<file path="config.mk">
export PLATFORM = sky130hd
export DESIGN_NAME = gp01_acc_arbiter_flat
export DESIGN_NICKNAME = d
export VERILOG_FILES = /design/src/rtl/gp01_acc_arbiter_if.sv /design/src/rtl/gp01_acc_arbiter.sv /design/src/flat_wrapper.sv
export SDC_FILE = /design/constraint.sdc
export NUM_CORES = 1
export LEC_CHECK = 0
export CAP_MARGIN = 10
export CORE_MARGIN = 1
export CORE_UTILIZATION = 51
export CTS_CLUSTER_SIZE = 14
export DETAILED_ROUTE_END_ITERATION = 16
export GPL_ROUTABILITY_DRIVEN = 0
export MAX_ROUTING_LAYER = met4
export PLACE_DENSITY_LB_ADDON = 0.25
export SLEW_MARGIN = 20
export SYNTH_ARGS = -nofsm -noshare
export SYNTH_HDL_FRONTEND = slang
export SYNTH_SLANG_ARGS = --single-unit
</file>
<file path="constraint.sdc">
create_clock -name clk -period 4.6 [get_ports clk]
set_input_delay 0.92 -clock clk [delete_from_list [all_inputs] [get_ports clk]]
set_output_delay 0.92 -clock clk [all_outputs]
set_load 0.05 [all_outputs]
</file>
<file path="src/rtl/gp01_acc_arbiter_if.sv">
// Command/result bundle for gp01_acc_arbiter: two requester command ports
// and one valid/ready result port.
interface gp01_acc_arbiter_if #(
  parameter int DATA_W = 3,
  parameter int ACC_W  = 6,
  parameter int LEN_W  = 4
);
  logic              i_a_valid;
  logic              o_a_ready;
  logic [DATA_W-1:0] i_a_data1;
  logic [DATA_W-1:0] i_a_data2;
  logic [1:0]        i_a_sel;
  logic [LEN_W-1:0]  i_a_len;

  logic              i_b_valid;
  logic              o_b_ready;
  logic [DATA_W-1:0] i_b_data1;
  logic [DATA_W-1:0] i_b_data2;
  logic [1:0]        i_b_sel;
  logic [LEN_W-1:0]  i_b_len;

  logic              o_res_valid;
  logic              i_res_ready;
  logic [ACC_W-1:0]  o_res_data;
  logic              o_res_ovf;
  logic              o_res_id;
  logic              o_busy;

  modport slave (
    input  i_a_valid, i_a_data1, i_a_data2, i_a_sel, i_a_len,
    input  i_b_valid, i_b_data1, i_b_data2, i_b_sel, i_b_len,
    input  i_res_ready,
    output o_a_ready, o_b_ready,
    output o_res_valid, o_res_data, o_res_ovf, o_res_id, o_busy
  );

  modport master (
    output i_a_valid, i_a_data1, i_a_data2, i_a_sel, i_a_len,
    output i_b_valid, i_b_data1, i_b_data2, i_b_sel, i_b_len,
    output i_res_ready,
    input  o_a_ready, o_b_ready,
    input  o_res_valid, o_res_data, o_res_ovf, o_res_id, o_busy
  );
endinterface

</file>
<file path="src/rtl/gp01_acc_arbiter.sv">
// Round-robin arbiter in front of a shared mux/accumulate datapath; each
// granted burst sums len selected terms and returns sum plus sticky carry.
module gp01_acc_arbiter #(
  parameter int DATA_W = 3,
  parameter int ACC_W  = 6,
  parameter int LEN_W  = 4
) (
  input logic clk,
  input logic i_rst_n,
  gp01_acc_arbiter_if.slave bus
);
  typedef enum logic [1:0] {IDLE = 2'd0, RUN = 2'd1, RESULT = 2'd2} state_t;

  state_t            state, state_nxt;
  logic [ACC_W-1:0]  acc;
  logic              ovf;
  logic [LEN_W-1:0]  count;
  logic [DATA_W-1:0] d1_q, d2_q;
  logic [1:0]        sel_q;
  logic              id_q;
  logic              last_b;
  logic              grant_a, grant_b;
  logic              a_ready, b_ready;
  logic [LEN_W-1:0]  len_in;
  logic [ACC_W:0]    sum;

  function automatic logic [ACC_W:0] term_f(input logic [DATA_W-1:0] d1,
                                            input logic [DATA_W-1:0] d2,
                                            input logic [1:0]        sel);
    case (sel)
      2'b00:   term_f = (ACC_W+1)'(d2);
      2'b01:   term_f = (ACC_W+1)'(d1) + (ACC_W+1)'(d2);
      2'b10:   term_f = (ACC_W+1)'(d1);
      default: term_f = '0;
    endcase
  endfunction

  // Contention goes to whoever did not win last; last_b resets high so A wins first.
  assign grant_a = bus.i_a_valid && (!bus.i_b_valid || last_b);
  assign grant_b = bus.i_b_valid && !grant_a;
  assign len_in  = grant_b ? bus.i_b_len : bus.i_a_len;
  assign sum     = {1'b0, acc} + term_f(d1_q, d2_q, sel_q);

  always_comb begin
    state_nxt = state;
    a_ready   = 1'b0;
    b_ready   = 1'b0;
    case (state)
      IDLE: begin
        a_ready = grant_a;
        b_ready = grant_b;
        if (grant_a || grant_b)
          state_nxt = (len_in != '0) ? RUN : RESULT;
      end
      RUN:     if (count == LEN_W'(1)) state_nxt = RESULT;
      RESULT:  if (bus.i_res_ready) state_nxt = IDLE;
      default: state_nxt = IDLE;
    endcase
  end

  always_ff @(posedge clk) begin
    if (!i_rst_n) begin
      state  <= IDLE;
      acc    <= '0;
      ovf    <= 1'b0;
      count  <= '0;
      d1_q   <= '0;
      d2_q   <= '0;
      sel_q  <= '0;
      id_q   <= 1'b0;
      last_b <= 1'b1;
    end else begin
      state <= state_nxt;
      if (a_ready || b_ready) begin
        d1_q   <= grant_b ? bus.i_b_data1 : bus.i_a_data1;
        d2_q   <= grant_b ? bus.i_b_data2 : bus.i_a_data2;
        sel_q  <= grant_b ? bus.i_b_sel   : bus.i_a_sel;
        id_q   <= b_ready;
        last_b <= b_ready;
        acc    <= '0;
        ovf    <= 1'b0;
        count  <= len_in;
      end else if (state == RUN) begin
        acc   <= sum[ACC_W-1:0];
        ovf   <= ovf | sum[ACC_W];
        count <= count - LEN_W'(1);
      end
    end
  end

  assign bus.o_a_ready   = a_ready;
  assign bus.o_b_ready   = b_ready;
  assign bus.o_res_valid = (state == RESULT);
  assign bus.o_res_data  = acc;
  assign bus.o_res_ovf   = ovf;
  assign bus.o_res_id    = id_q;
  assign bus.o_busy      = (state != IDLE);
endmodule

</file>
<file path="src/flat_wrapper.sv">
// flat-port wrapper written by rule: the top's interface ports become plain ports
module gp01_acc_arbiter_flat 
#(
  parameter int DATA_W = 3,
  parameter int ACC_W  = 6,
  parameter int LEN_W  = 4
)
  (clk, i_rst_n, bus_i_a_valid, bus_i_a_data1, bus_i_a_data2, bus_i_a_sel, bus_i_a_len, bus_i_b_valid, bus_i_b_data1, bus_i_b_data2, bus_i_b_sel, bus_i_b_len, bus_i_res_ready, bus_o_a_ready, bus_o_b_ready, bus_o_res_valid, bus_o_res_data, bus_o_res_ovf, bus_o_res_id, bus_o_busy);
  gp01_acc_arbiter_if #(.DATA_W(DATA_W), .ACC_W(ACC_W), .LEN_W(LEN_W)) bus_i ();
  input logic clk;
  input logic i_rst_n;
  input wire logic [$bits(bus_i.i_a_valid)-1:0] bus_i_a_valid;
  input wire logic [$bits(bus_i.i_a_data1)-1:0] bus_i_a_data1;
  input wire logic [$bits(bus_i.i_a_data2)-1:0] bus_i_a_data2;
  input wire logic [$bits(bus_i.i_a_sel)-1:0] bus_i_a_sel;
  input wire logic [$bits(bus_i.i_a_len)-1:0] bus_i_a_len;
  input wire logic [$bits(bus_i.i_b_valid)-1:0] bus_i_b_valid;
  input wire logic [$bits(bus_i.i_b_data1)-1:0] bus_i_b_data1;
  input wire logic [$bits(bus_i.i_b_data2)-1:0] bus_i_b_data2;
  input wire logic [$bits(bus_i.i_b_sel)-1:0] bus_i_b_sel;
  input wire logic [$bits(bus_i.i_b_len)-1:0] bus_i_b_len;
  input wire logic [$bits(bus_i.i_res_ready)-1:0] bus_i_res_ready;
  output wire logic [$bits(bus_i.o_a_ready)-1:0] bus_o_a_ready;
  output wire logic [$bits(bus_i.o_b_ready)-1:0] bus_o_b_ready;
  output wire logic [$bits(bus_i.o_res_valid)-1:0] bus_o_res_valid;
  output wire logic [$bits(bus_i.o_res_data)-1:0] bus_o_res_data;
  output wire logic [$bits(bus_i.o_res_ovf)-1:0] bus_o_res_ovf;
  output wire logic [$bits(bus_i.o_res_id)-1:0] bus_o_res_id;
  output wire logic [$bits(bus_i.o_busy)-1:0] bus_o_busy;
  assign bus_i.i_a_valid = bus_i_a_valid;
  assign bus_i.i_a_data1 = bus_i_a_data1;
  assign bus_i.i_a_data2 = bus_i_a_data2;
  assign bus_i.i_a_sel = bus_i_a_sel;
  assign bus_i.i_a_len = bus_i_a_len;
  assign bus_i.i_b_valid = bus_i_b_valid;
  assign bus_i.i_b_data1 = bus_i_b_data1;
  assign bus_i.i_b_data2 = bus_i_b_data2;
  assign bus_i.i_b_sel = bus_i_b_sel;
  assign bus_i.i_b_len = bus_i_b_len;
  assign bus_i.i_res_ready = bus_i_res_ready;
  assign bus_o_a_ready = bus_i.o_a_ready;
  assign bus_o_b_ready = bus_i.o_b_ready;
  assign bus_o_res_valid = bus_i.o_res_valid;
  assign bus_o_res_data = bus_i.o_res_data;
  assign bus_o_res_ovf = bus_i.o_res_ovf;
  assign bus_o_res_id = bus_i.o_res_id;
  assign bus_o_busy = bus_i.o_busy;
  gp01_acc_arbiter #(.DATA_W(DATA_W), .ACC_W(ACC_W), .LEN_W(LEN_W)) u_core (.clk(clk), .i_rst_n(i_rst_n), .bus(bus_i));
endmodule
</file>
==> impl_metrics.yaml <==
outcome:
  status: "complete, no violations"
cts:
  h-tree-depth: 1
  cts-root-buf: "clkbuf_4"
  clock_sinks: 23
  cts_made_buffers: 3
  post_cts_buffers: 0
  clk_latency_ps: 320
  cts_tree: "yes"
  clk_pin_slew_ps: 140
  cts-resized-gates: 0
  clk_path_buf_depth: 2
  cts_hold_buf: 0
setup_path:
  start_kind: "input pin"
  r2r-end: "u_core.bus.o_res_data[5]$_SDFFE_PP0P_"
  reg2reg_setup_slack_ps: 1940
  cp_max_fo: 14
  worstSetupPathType: "in -> out"
  cp-startpoint: "bus_i_b_valid"
  r2r_start: "u_core.d2_q[0]$_SDFFE_PN0P_"
  ff2ff_path_depth: 9
  crit_path_end_kind: "output pin"
  cp_data_arrival_time_ps: 2920
  crit_required_ps: 3680
floorplanning:
  core_area_um2: 2760
  rows: 19
  dieArea_um2: 3120
  die-height_um: 55.9
  die_w_um: 55.9
  floorplan.initialDensity: 0.537
  io_pins: 41
logic_synthesis:
  syn-num-nets: 207
  ys.warnings.count: 0
  ys_ff_latch: 23
  syn_inst: 167
  async_flop_share: 0
  seq_area_frac_synth: 0.311
  synth-edff-count: 0
  synth.distinct_cells: 43
  syn-cell-area_um2: 1480
  synthFlopType: "dfxtp_1"
  avgSynthCellArea_um2: 8.87
grt:
  grt-ovfl-total: 0
  grt_antenna_before_repair: 0
  grt_pass1_vias: 1297
  grt_pass1_wl_um: 5410
  grt_max_degree: 22
  grt_usage: 0.220
power:
  peakVddDrop_mv: 0.243
  leakagePower_nw: 0.869
  power_density_nw_per_um2: 339
timing:
  report.final.hold_viol_count: 0
  clock.fmax_mhz: 261
  tightest_slew_ps: 708
  setup_viol: 0
  setup_tns_ps: 0
  fin_crit_ps: 3840
  rsz0062_at_grt: "no"
  relSlewSlack: 0.527
  finalMaxSlewViolations: 0
  period_share: 0.834
  skew_ps: 7.62
  holdWs_ps: 486
finish:
  area_growth_pct: 28.8
  diodes: 0
  fin_nets: 246
  drive_above_1_share: 0.0537
  fill_cells: 229
  final_cell_mix: "40 x clkdlybuf4s50_1, 23 x dfxtp_1, 21 x nand2_1, 17 x mux2i_1, 12 x nor2_1"
  mostFrequentLayoutCell: "clkdlybuf4s50_1"
flow_run:
  max_cap_viol_count: 0
placed_design:
  port_buffers: 40
  hpwl_um: 2520
detailed_routing:
  vias: 1353
  drt_wl_total_um: 3150
  dr.first_iter.drc_count: 26
  avgViaCountPerCell: 5.73
  wl_per_cell_um: 13.3
  ant_nets: 0
  drc: 0
  first_pass_iters: 4
min_path:
  hp-class: "reg -> reg"
  worstHoldStart: "u_core.bus.o_res_ovf$_SDFFE_PP0P_"
  holdPathStages: 2
  hold_path_end: "u_core.bus.o_res_ovf$_SDFFE_PP0P_"
## registers in the layout, summed over array words and instances, names as in the netlist
signal                 count
u_core.bus.o_res_data      6
u_core.count               4
u_core.d1_q                3
u_core.d2_q                3
u_core.sel_q               2
u_core.state               2
u_core.bus.o_res_id        1
u_core.bus.o_res_ovf       1
u_core.last_b              1
## Yosys cell counts (all sizes together) (2+ instances only)
| master | n | area (um^2) |
|---|---|---|
| buf | 4 | 35.0 |
| ha | 9 | 113 |
| o21a | 5 | 37.5 |
| inv | 9 | 33.8 |
| a21o | 2 | 15.0 |
| nand2b | 3 | 18.8 |
| o21ai | 7 | 38.8 |
| nor2 | 14 | 62.6 |
| fa | 2 | 40.0 |
| dfxtp | 23 | 460 |
| o211ai | 2 | 15.0 |
| clkbuf | 3 | 11.3 |
| and3 | 3 | 18.8 |
| nor2b | 4 | 25.0 |
| o211a | 9 | 90.1 |
| nor4 | 3 | 25.0 |
| mux2i | 17 | 170 |
| nand2 | 21 | 78.8 |
| nand3 | 2 | 10.0 |
| a211oi | 3 | 22.5 |
| a21oi | 6 | 30.0 |
| o22ai | 3 | 18.8 |
## how the worst max path moves through the flow
| stage | end | slack [ps] | cells past startpoint |
|---|---|---|---|
| 3_5_place_dp | bus_o_b_ready | 780 | 5 |
| 5_1_grt | bus_o_b_ready | 690 | 5 |
| 3_3_place_gp | bus_o_b_ready | 830 | 5 |
| 2_1_floorplan | bus_o_b_ready | 1880 | 3 |
| 4_1_cts | bus_o_b_ready | 760 | 5 |
| 6_report | bus_o_b_ready | 760 | 5 |
## per-layer routing
metal  part of all wire  routed length, um  GRT usage  vias up
li1                   -                  -          -      672
met1               0.45               1420      0.264      638
met2               0.50               1580      0.380       37
met3              0.036                112     0.0279        6
met4              0.011                 35     0.0801        0
met5                  0                  0          -        -
## cell type report
type | instances | area, um^2 | share of cell area
inverter | 9 | 33.8 | 0.0177
sequential | 23 | 460 | 0.241
timing repair buffer | 41 | 408 | 0.214
tap | 31 | 38.8 | 0.0203
multi-input combinational | 128 | 941 | 0.493
clock buffer | 4 | 26.3 | 0.0138
## power breakdown
group | switching [W] | leakage, nW | internal, W | total (W)
clock | 0.0000651 | 0.0150 | 0.0000340 | 0.0000991
sequential | 0.0000365 | 0.189 | 0.000229 | 0.000266
combinational | 0.000156 | 0.665 | 0.000126 | 0.000282
total | 0.000257 | 0.869 | 0.000389 | 0.000647
## critical path: stages
cell             delay (ps)
clkdlybuf4s50_1         560
a21boi_4                190
buf_4                   250
and2_1                  190
clkdlybuf4s50_1         810
## cells by family (layout without fill, tap and decap cells)
group,after synthesis,in the layout,synth area share
AO/OA/AOI/OAI,41,41,0.210
XOR/XNOR,2,2,0.0118
adder cells (fa/ha/maj),11,11,0.103
buffers and inverters,16,54,0.0540
flip-flops,23,23,0.311
multiplexers,18,18,0.122
AND/OR/NAND/NOR,56,56,0.188
## through the flow
stage                     setup slack, ps  utilization  total power (W)  area, um^2  instances
after floorplan                      1880            -         0.000472        1480        167
after global placement                827        0.682         0.000537        1880        232
after detailed placement              780        0.682         0.000552        1880        232
after CTS                             761        0.692         0.000647        1910        236
after global routing                  686        0.692         0.000690        1910        236
final                                 762        0.692         0.000647        1910        236
Note: power is estimated with default switching activity, not from simulation.
